==> src/rtl/rf_write_arbiter.sv <==
// rf_write_arbiter
//   Round-robin arbiter for the register file's single write port. Each cycle
//   at most one pending requester is acknowledged, and its address/data are
//   registered as a one-hot write for the register file to consume on the
//   following edge.
//
// Parameters
//   NREQ : number of requesters (2..8)
//   DW   : write data width
//
// Ports
//   clk      : clock, all state on rising edge
//   rst      : synchronous, active-high reset
//   req      : per-requester pending flag
//   addr     : packed 5-bit target registers, requester i in [5i+4:5i]
//   data     : packed write data, requester i in [DW*i+DW-1:DW*i]
//   hold     : register-file stall, blocks new grants
//   ack      : combinational grant (one-hot or zero)
//   we       : registered one-hot write enable
//   wr_addr  : registered write address
//   wr_data  : registered write data
//   wr_valid : registered, high when we carries a write
//   wr_src   : registered index of the owning requester
//   wr_count : committed-write counter, wraps at 16 bits
//
// Optional feature
//   RF_ZERO_REG_PROTECT_EN : when defined, a request to register 0 is acked
//   and consumes its turn, but produces no write and does not update the
//   write registers or the counter.
//
// Handshake: requester i holds req[i] with stable addr/data slices; the
// transfer happens at the rising edge where req[i] && ack[i]. ack is forced
// low while rst or hold is high, so no transfer can happen in those cycles.

module rf_write_arbiter #(
  parameter int NREQ = 4,
  parameter int DW   = 32
) (
  input  logic              clk,
  input  logic              rst,
  input  logic [NREQ-1:0]   req,
  input  logic [NREQ*5-1:0] addr,
  input  logic [NREQ*DW-1:0] data,
  input  logic              hold,
  output logic [NREQ-1:0]   ack,
  output logic [31:0]       we,
  output logic [4:0]        wr_addr,
  output logic [DW-1:0]     wr_data,
  output logic              wr_valid,
  output logic [2:0]        wr_src,
  output logic [15:0]       wr_count
);

  localparam logic [2:0] LAST = 3'(NREQ - 1);

  // Round-robin pointer: the requester with highest priority this cycle.
  logic [2:0]    ptr;

  logic          gnt_found;
  logic [2:0]    gnt_idx;
  int            idx;
  logic          accept;
  logic          commit;
  logic [4:0]    sel_addr;
  logic [DW-1:0] sel_data;

  // Scan ptr, ptr+1, ... wrapping at NREQ; first pending requester wins.
  always_comb begin
    gnt_found = 1'b0;
    gnt_idx   = '0;
    idx       = 0;
    for (int k = 0; k < NREQ; k++) begin
      idx = int'(ptr) + k;
      if (idx >= NREQ) idx = idx - NREQ;
      if (!gnt_found && req[idx]) begin
        gnt_found = 1'b1;
        gnt_idx   = 3'(idx);
      end
    end
  end

  always_comb begin
    ack = '0;
    if (gnt_found && !rst && !hold) ack = NREQ'(1) << gnt_idx;
  end

  assign accept   = |(req & ack);
  assign sel_addr = addr[int'(gnt_idx)*5 +: 5];
  assign sel_data = data[int'(gnt_idx)*DW +: DW];

`ifdef RF_ZERO_REG_PROTECT_EN
  // Register 0 is hard-wired: the grant still rotates, but nothing is written.
  assign commit = accept && (sel_addr != 5'd0);
`else
  assign commit = accept;
`endif

  always_ff @(posedge clk) begin
    if (rst) begin
      ptr      <= '0;
      we       <= '0;
      wr_valid <= 1'b0;
      wr_addr  <= '0;
      wr_data  <= '0;
      wr_src   <= '0;
      wr_count <= '0;
    end else begin
      // Write strobes are single-cycle; data registers hold between writes.
      we       <= '0;
      wr_valid <= 1'b0;
      if (accept) begin
        ptr <= (gnt_idx == LAST) ? 3'd0 : gnt_idx + 3'd1;
      end
      if (commit) begin
        we       <= 32'd1 << sel_addr;
        wr_valid <= 1'b1;
        wr_addr  <= sel_addr;
        wr_data  <= sel_data;
        wr_src   <= gnt_idx;
        wr_count <= wr_count + 16'd1;
      end
    end
  end

endmodule
==> config.mk <==
export PLATFORM = sky130hd
export DESIGN_NAME = rf_write_arbiter
export DESIGN_NICKNAME = d
export VERILOG_FILES = /design/src/rtl/rf_write_arbiter.sv
export SDC_FILE = /design/constraint.sdc
export NUM_CORES = 1
export LEC_CHECK = 0
export BUFFER_PORTS_ARGS = -buffer_cell sky130_fd_sc_hd__buf_4
export CAP_MARGIN = 20
export CORE_MARGIN = 3
export CORE_UTILIZATION = 50
export CTS_CLUSTER_DIAMETER = 80
export DETAILED_ROUTE_END_ITERATION = 10
export GPL_TIMING_DRIVEN = 0
export PLACE_DENSITY = 0.89
export SYNTH_ARGS = -nofsm -noshare
export SYNTH_HDL_FRONTEND = slang
export SYNTH_SLANG_ARGS = --single-unit
export TNS_END_PERCENT = 5
==> constraint.sdc <==
create_clock -name clk -period 10.47 [get_ports clk]
set_input_delay 1.5705 -clock clk [delete_from_list [all_inputs] [get_ports clk]]
set_output_delay 1.5705 -clock clk [all_outputs]
set_load 0.05 [all_outputs]
==> results of run 1 <==
[power groups by stage]
stage	Clock (mW)	Sequential (mW)	Combinational, mW
finish	0.268	0.497	1.62
global route	0.282	0.507	1.72
CTS	0.267	0.496	1.59
detailed placement	0	0.503	1.59
global placement	0	0.498	1.54
floorplan	0	0.802	0.810
[synth_stat cells, types with 2 or more instances]
| library cell | n |
|---|---|
| nand2b_1 | 4 |
| nor3b_1 | 33 |
| dfxtp_1 | 92 |
| and3_1 | 6 |
| mux2_2 | 5 |
| a21oi_1 | 9 |
| or3_1 | 4 |
| o31ai_1 | 4 |
| mux4_2 | 10 |
| nand3_1 | 82 |
| and2_1 | 3 |
| and3b_1 | 2 |
| buf_4 | 2 |
| a31oi_1 | 3 |
| ha_1 | 4 |
| nand2_1 | 148 |
| nor4b_1 | 2 |
| xnor2_1 | 2 |
| nor4b_2 | 2 |
| buf_6 | 3 |
| nor2b_1 | 4 |
| nor4_1 | 25 |
| nand3b_1 | 7 |
| a22o_1 | 2 |
| clkbuf_1 | 32 |
| a31o_2 | 32 |
| inv_1 | 23 |
| a211oi_1 | 2 |
| or4_1 | 4 |
| o21a_1 | 2 |
| o21bai_1 | 2 |
| buf_2 | 14 |
| nor3_1 | 2 |
| buf_1 | 6 |
| mux2i_1 | 5 |
| nor2_1 | 9 |
| o21ai_0 | 20 |
[flip-flops by register name (all words and copies together) (netlist names)]
register and cells:
wr_src 3, wr_valid 1, wr_addr 5, ptr 3, we 32, wr_data 32
wr_count 16
[per-layer routing]
metal / up-vias / track usage / share of wire / wire length, µm
met5: - / 0 / 0 / 0
met4: 0 / 0.138 / 0.034 / 626
met3: 54 / 0.0533 / 0.079 / 1450
met2: 332 / 0.557 / 0.51 / 9360
met1: 2735 / 0.354 / 0.38 / 6980
li1: 2738 / - / - / -
[worst reg2reg max path, delay by kind of cell, from the launching register on]
family	cells	cell delay, ns
flops	1	0.34
mux	1	0.35
compound gates	2	0.55
buf+inv	12	2.51
fa+ha+maj	2	0.77
simple gates	5	1.03
[metrics by stage]
step	hold WS [ns]	instances	setup WS, ns	area [µm²]
2_1_floorplan	0.457	628	3.99	4970
3_3_place_gp	0.445	1003	4.07	6980
3_5_place_dp	0.449	1003	3.99	6980
4_1_cts	0.473	1019	3.99	7200
5_1_grt	0.490	1019	3.81	7200
6_report	0.469	1019	3.98	7200
[cells by family (layout without fill, tap and decap cells)]
kind of cell    Yosys count  count (layout)  synth area share
simple gates            344             344             0.355
mux                      20              20            0.0667
flops                    92              92             0.371
fa+ha+maj                 4               4            0.0101
buf+inv                  82             344            0.0717
compound gates           83              83             0.121
xor+xnor                  3               3           0.00529
[layout make-up]
cell class / instances / share of cell area
clock inverters: 5 / 0.0118
repair buffers: 246 / 0.256
well taps: 129 / 0.0224
inverters: 25 / 0.0132
flip-flops and latches: 92 / 0.256
multi-input cells: 454 / 0.385
plain buffers: 57 / 0.0363
clock buffers: 11 / 0.0196
[how the worst min path moves through the flow]
stage | startpoint | cells after the start | end | slack [ns]
after floorplan | ptr[2] | 1 | ptr[2] | 0.46
after global placement | wr_src[2] | 1 | wr_src[2] | 0.45
after detailed placement | wr_src[2] | 1 | wr_src[2] | 0.45
after CTS | wr_src[2] | 1 | wr_src[2] | 0.47
after global routing | wr_src[2] | 1 | wr_src[2] | 0.49
final | wr_src[2] | 1 | wr_src[2] | 0.47
==> impl_metrics.toml, run 1 <==
[outcome]
status = "complete, no violations"

[grt]
antenna_found_initial = 0
grt-ovfl-total = 0
grt_max_degree = 16
track_usage = 0.308
grt_pass1_vias = 5770
grt_pass1_wl_mm = 28.0

[layout]
post-route-util = 0.762
ff_latch_area_um2 = 1840
multi_input_area_um2 = 2770
drive_above_1_share = 0.376
nFillCells = 721
fin_nets = 1044
layout.cells.most_common = "buf_4"
diodes = 0
area_growth_pct = 45.0
layout_common_cells = "buf_4, nand2_1, dfxtp_1"

[critical_path]
path_depth = 14
crit_path_max_fanout = 10
end_kind = "primary output"
path_class = "primary input to primary output"
worst_path_largest_cell_delay_ns = 0.60
endpoint = "ack[3]"
cpLargestDelayFamily = "buffers and inverters"
cp-start-kind = "primary input"
critPathSlowestCell = "mux4_2"
reg2regPathDepth = 22
required_ns = 8.90
rrSetupSlack_ns = 4.80
critPathLaunch = "req[0]"
crit_chain = "buf_4 -> clkbuf_1 -> mux4_2 -> nor3_4 -> nand2_1 -> a21o_1 -> buf_4 -> inv_2 -> buf_6 -> clkbuf_1 -> clkbuf_1 -> ha_1 -> and2_1 -> buf_4"
timing.rr.start = "ptr[0]"
arrival_ns = 4.92
critPathBufInv = 8
worst_r2r_endpoint = "we[15]"

[floorplanning]
start_util = 0.525
rows = 35
die_h_um = 106
core_um2 = 9460
ios = 248
die_w_um = 106
dieArea_um2 = 11200

[cts]
cts_made_buffers = 9
cts_resized = 0
clockBufferDepth = 2
cts.sinks = 92
cts.clk_slew.worst_paths_ns = 0.09
cts_tree = "done"
hold_buffers = 0
cts_root_buffer = "clkbuf_8"
cts_setup_buffers = 0
htreeDepth = 3
worstSkewPairLatency_ns = 0.35

[timing]
final-hold-violation-count = 0
max_freq_mhz = 154
tns_ns = 0
worst_slew_pin_slew_ns = 0.644
max_slew_margin = 0.571
rsz0062_at_grt = "false"
finalClockSkew_ns = 0.0120
slew_viol_final = 0
setup_viol = 0
finalCriticalPeriod_ns = 6.49
period_share = 0.620

[placement]
port_buffers = 246
gp_congestion = 0.935
dp_hpwl_mm = 14.7

[drt]
drtIter0Drc = 381
viasPerCell = 5.75
ant_nets = 0
drt-total-wl_mm = 18.4
drc = 0
vias = 5859
routedWlPerCell_um = 18.1
dr.pass1.iters = 7

[synth]
netlist_instances = 628
synth_fp_nets = 787
synth_edf_count = 0
netlist.top_cell.by_area = "dfxtp_1"
synth_warnings = 0
synth-async-reset-ratio = 0
synth.avg_cell_area_um2 = 7.91
netlist.area_leader.share = 0.371
synth.area.top_cells = "dfxtp_1, nand2_1, nand3_1, a31o_2, nor3b_1"
syn-cell-area_um2 = 4970
ys_seq_area_frac = 0.371
ys_types = 54
synth_ff_type = "dfxtp_1"
ys_ff_latch = 92

[power]
switching_power_mw = 1.27
p_int_mw = 1.11
p_clk_frac = 0.113
ir_worst_vdd_uv = 226
p_leak_nw = 3.33
combinationalPowerShare = 0.679
p_per_area_nw_per_um2 = 331
netSwitchingFraction = 0.534
power_frac_seq = 0.209
total_power_mw = 2.38

[hold_path]
min_path_type = "flop to flop"

[run]
maxCapViolCount = 0
Power figures use the tool's default switching activity.
==> inputs of run 2 (changes only) <==
--- a/config.mk
+++ b/config.mk
@@ -8,11 +8,11 @@
 export BUFFER_PORTS_ARGS = -buffer_cell sky130_fd_sc_hd__buf_4
 export CAP_MARGIN = 20
 export CORE_MARGIN = 3
-export CORE_UTILIZATION = 50
+export CORE_UTILIZATION = 42
 export CTS_CLUSTER_DIAMETER = 80
 export DETAILED_ROUTE_END_ITERATION = 10
 export GPL_TIMING_DRIVEN = 0
-export PLACE_DENSITY = 0.89
+export PLACE_DENSITY = 0.8
 export SYNTH_ARGS = -nofsm -noshare
 export SYNTH_HDL_FRONTEND = slang
 export SYNTH_SLANG_ARGS = --single-unit
==> constraint.sdc (replaced) <==
create_clock -name clk -period 5.4 [get_ports clk]
set_input_delay 0.81 -clock clk [delete_from_list [all_inputs] [get_ports clk]]
set_output_delay 0.81 -clock clk [all_outputs]
set_load 0.05 [all_outputs]
==> impl_metrics.toml, run 2 (synthesis gave the netlist of run 1 again) <==
[outcome]
status = "complete, no violations"

[power]
p_leak_nw = 3.37
ir_worst_vdd_uv = 334
p_per_area_nw_per_um2 = 643
total_power_mw = 4.68

[critical_path]
arrival_ns = 5.22
path_class = "flop to flop"
cp-start-kind = "flop"
required_ns = 5.63
end_kind = "flop"
cpLargestDelayFamily = "buffers and inverters"
worst_path_largest_cell_delay_ns = 0.43
critPathBufInv = 11
crit_path_max_fanout = 19
cp_common_cell = "buf_6"
critPathSlowestCell = "ha_1"
crit_chain = "buf_4 -> buf_2 -> inv_1 -> ha_1 -> mux4_2 -> buf_6 -> nor3_4 -> nand2_1 -> a21o_1 -> buf_4 -> inv_2 -> buf_6 -> clkbuf_2 -> ha_1 -> nand2_1 -> a311o_1 -> buf_2 -> clkinv_2 -> buf_6 -> nand3_1 -> nor4_1"

[timing]
slew_viol_final = 0
finalClockSkew_ns = 0.0118
setup_viol = 0
rsz0062_at_grt = "false"
max_freq_mhz = 200
worst_slew_pin_slew_ns = 0.630
tns_ns = 0
finalCriticalPeriod_ns = 5.00
holdWs_ns = 0.461
final-hold-violation-count = 0
max_slew_margin = 0.580
period_share = 0.925

[grt]
met3_usage = 0.0737
grt_max_degree = 20
antenna_found_initial = 0
met1_usage = 0.321
grt_pass1_vias = 5331
grt.met2_usage = 0.469
grt-ovfl-total = 0
track_usage = 0.267
grt-busiest-layer = "met2"
grt_pass1_wl_mm = 27.7

[layout]
layout.cells.most_common = "buf_4"
layout_common_cells = "buf_4, nand2_1, dfxtp_1"
finalNonFillerCells = 1032
drive_above_1_share = 0.381
post-route-util = 0.632
reg.largest.list = "we: 32 flops, wr_data: 32 flops, wr_count: 16 flops"
diodes = 0
fin_nets = 1043
nFillCells = 1065
area_growth_pct = 46.5

[cts]
cts_made_buffers = 9
cts_root_buffer = "clkbuf_16"
cts.clk_slew.worst_paths_ns = 0.07
cts_tree = "done"
hold_buffers = 0
htreeDepth = 3
worstSkewPairLatency_ns = 0.34
cts_setup_buffers = 0
cts.sinks = 92
clockBufferDepth = 2

[drt]
drc = 0
ant_nets = 0
dr.pass1.iters = 5
vias = 5595
viasPerCell = 5.42
routedWlPerCell_um = 17.6
drtIter0Drc = 341
drt-total-wl_mm = 18.1

[placement]
gp_congestion = 0.849
port_buffers = 246
post-place-cells = 1017
dp_hpwl_mm = 14.0

[hold_path]
min_path_type = "flop to flop"

[run]
maxCapViolCount = 0

[floorplanning]
ios = 248
die_w_um = 115
dieArea_um2 = 13200
rows = 39
die_h_um = 115
core_um2 = 11500
start_util = 0.432
-- run 2: metrics by stage --
step	setup WS (ns)	cell area, µm²
finish	0.403	7280
global placement	-0.229	7000
detailed placement	-0.263	7000
CTS	0.0177	7280
global route	0.00689	7280
floorplan	0.442	4970
-- run 2: worst paths after layout --
kind                                 from   endpoint  slack, ns  cells after the start
worst max register to register     ptr[0]     we[11]       0.40                     21
worst min-delay path            wr_src[2]  wr_src[2]       0.46                      1
worst min register to register  wr_src[2]  wr_src[2]       0.46                      1
worst max-delay path               ptr[0]     we[11]       0.40                     21
-- run 2: timing repair --
item,4_1_cts,5_1_grt
gates cloned,0,0
endpoints found under the setup margin,76,91
hold endpoints to repair,0,0
resized for setup,1,3
-- run 2: power by group --
part	internal, mW	total, mW	leakage (nW)	switching [mW]
combinational	1.02	3.12	2.48	2.10
sequential	0.861	0.949	0.750	0.0873
clock	0.329	0.615	0.135	0.287
-- run 2: final cells by class --
class	count	area, µm²	share of cell area
inverters	25	95.1	0.0131
plain buffers	56	262	0.0359
multi-input cells	454	2770	0.381
clock inverters	6	46.3	0.00636
repair buffers	246	1850	0.254
well taps	143	179	0.0246
flip-flops and latches	92	1840	0.253
clock buffers	10	239	0.0328
-- run 2: worst register-to-register path, stage by stage, from the launching register on --
cell	delay, ns
dfxtp_1	0.34
buf_4	0.16
buf_2	0.21
inv_1	0.13
ha_1	0.43
mux4_2	0.36
buf_6	0.16
nor3_4	0.21
nand2_1	0.08
a21o_1	0.15
buf_4	0.17
inv_2	0.11
buf_6	0.23
clkbuf_2	0.34
ha_1	0.29
nand2_1	0.07
a311o_1	0.39
buf_2	0.20
clkinv_2	0.14
buf_6	0.16
nand3_1	0.27
nor4_1	0.31
-- run 2: layer usage --
layer	wire (µm)	up-vias
met1	7230	2603
met3	1560	18
li1	-	2733
met4	305	0
met5	0	-
met2	9040	241
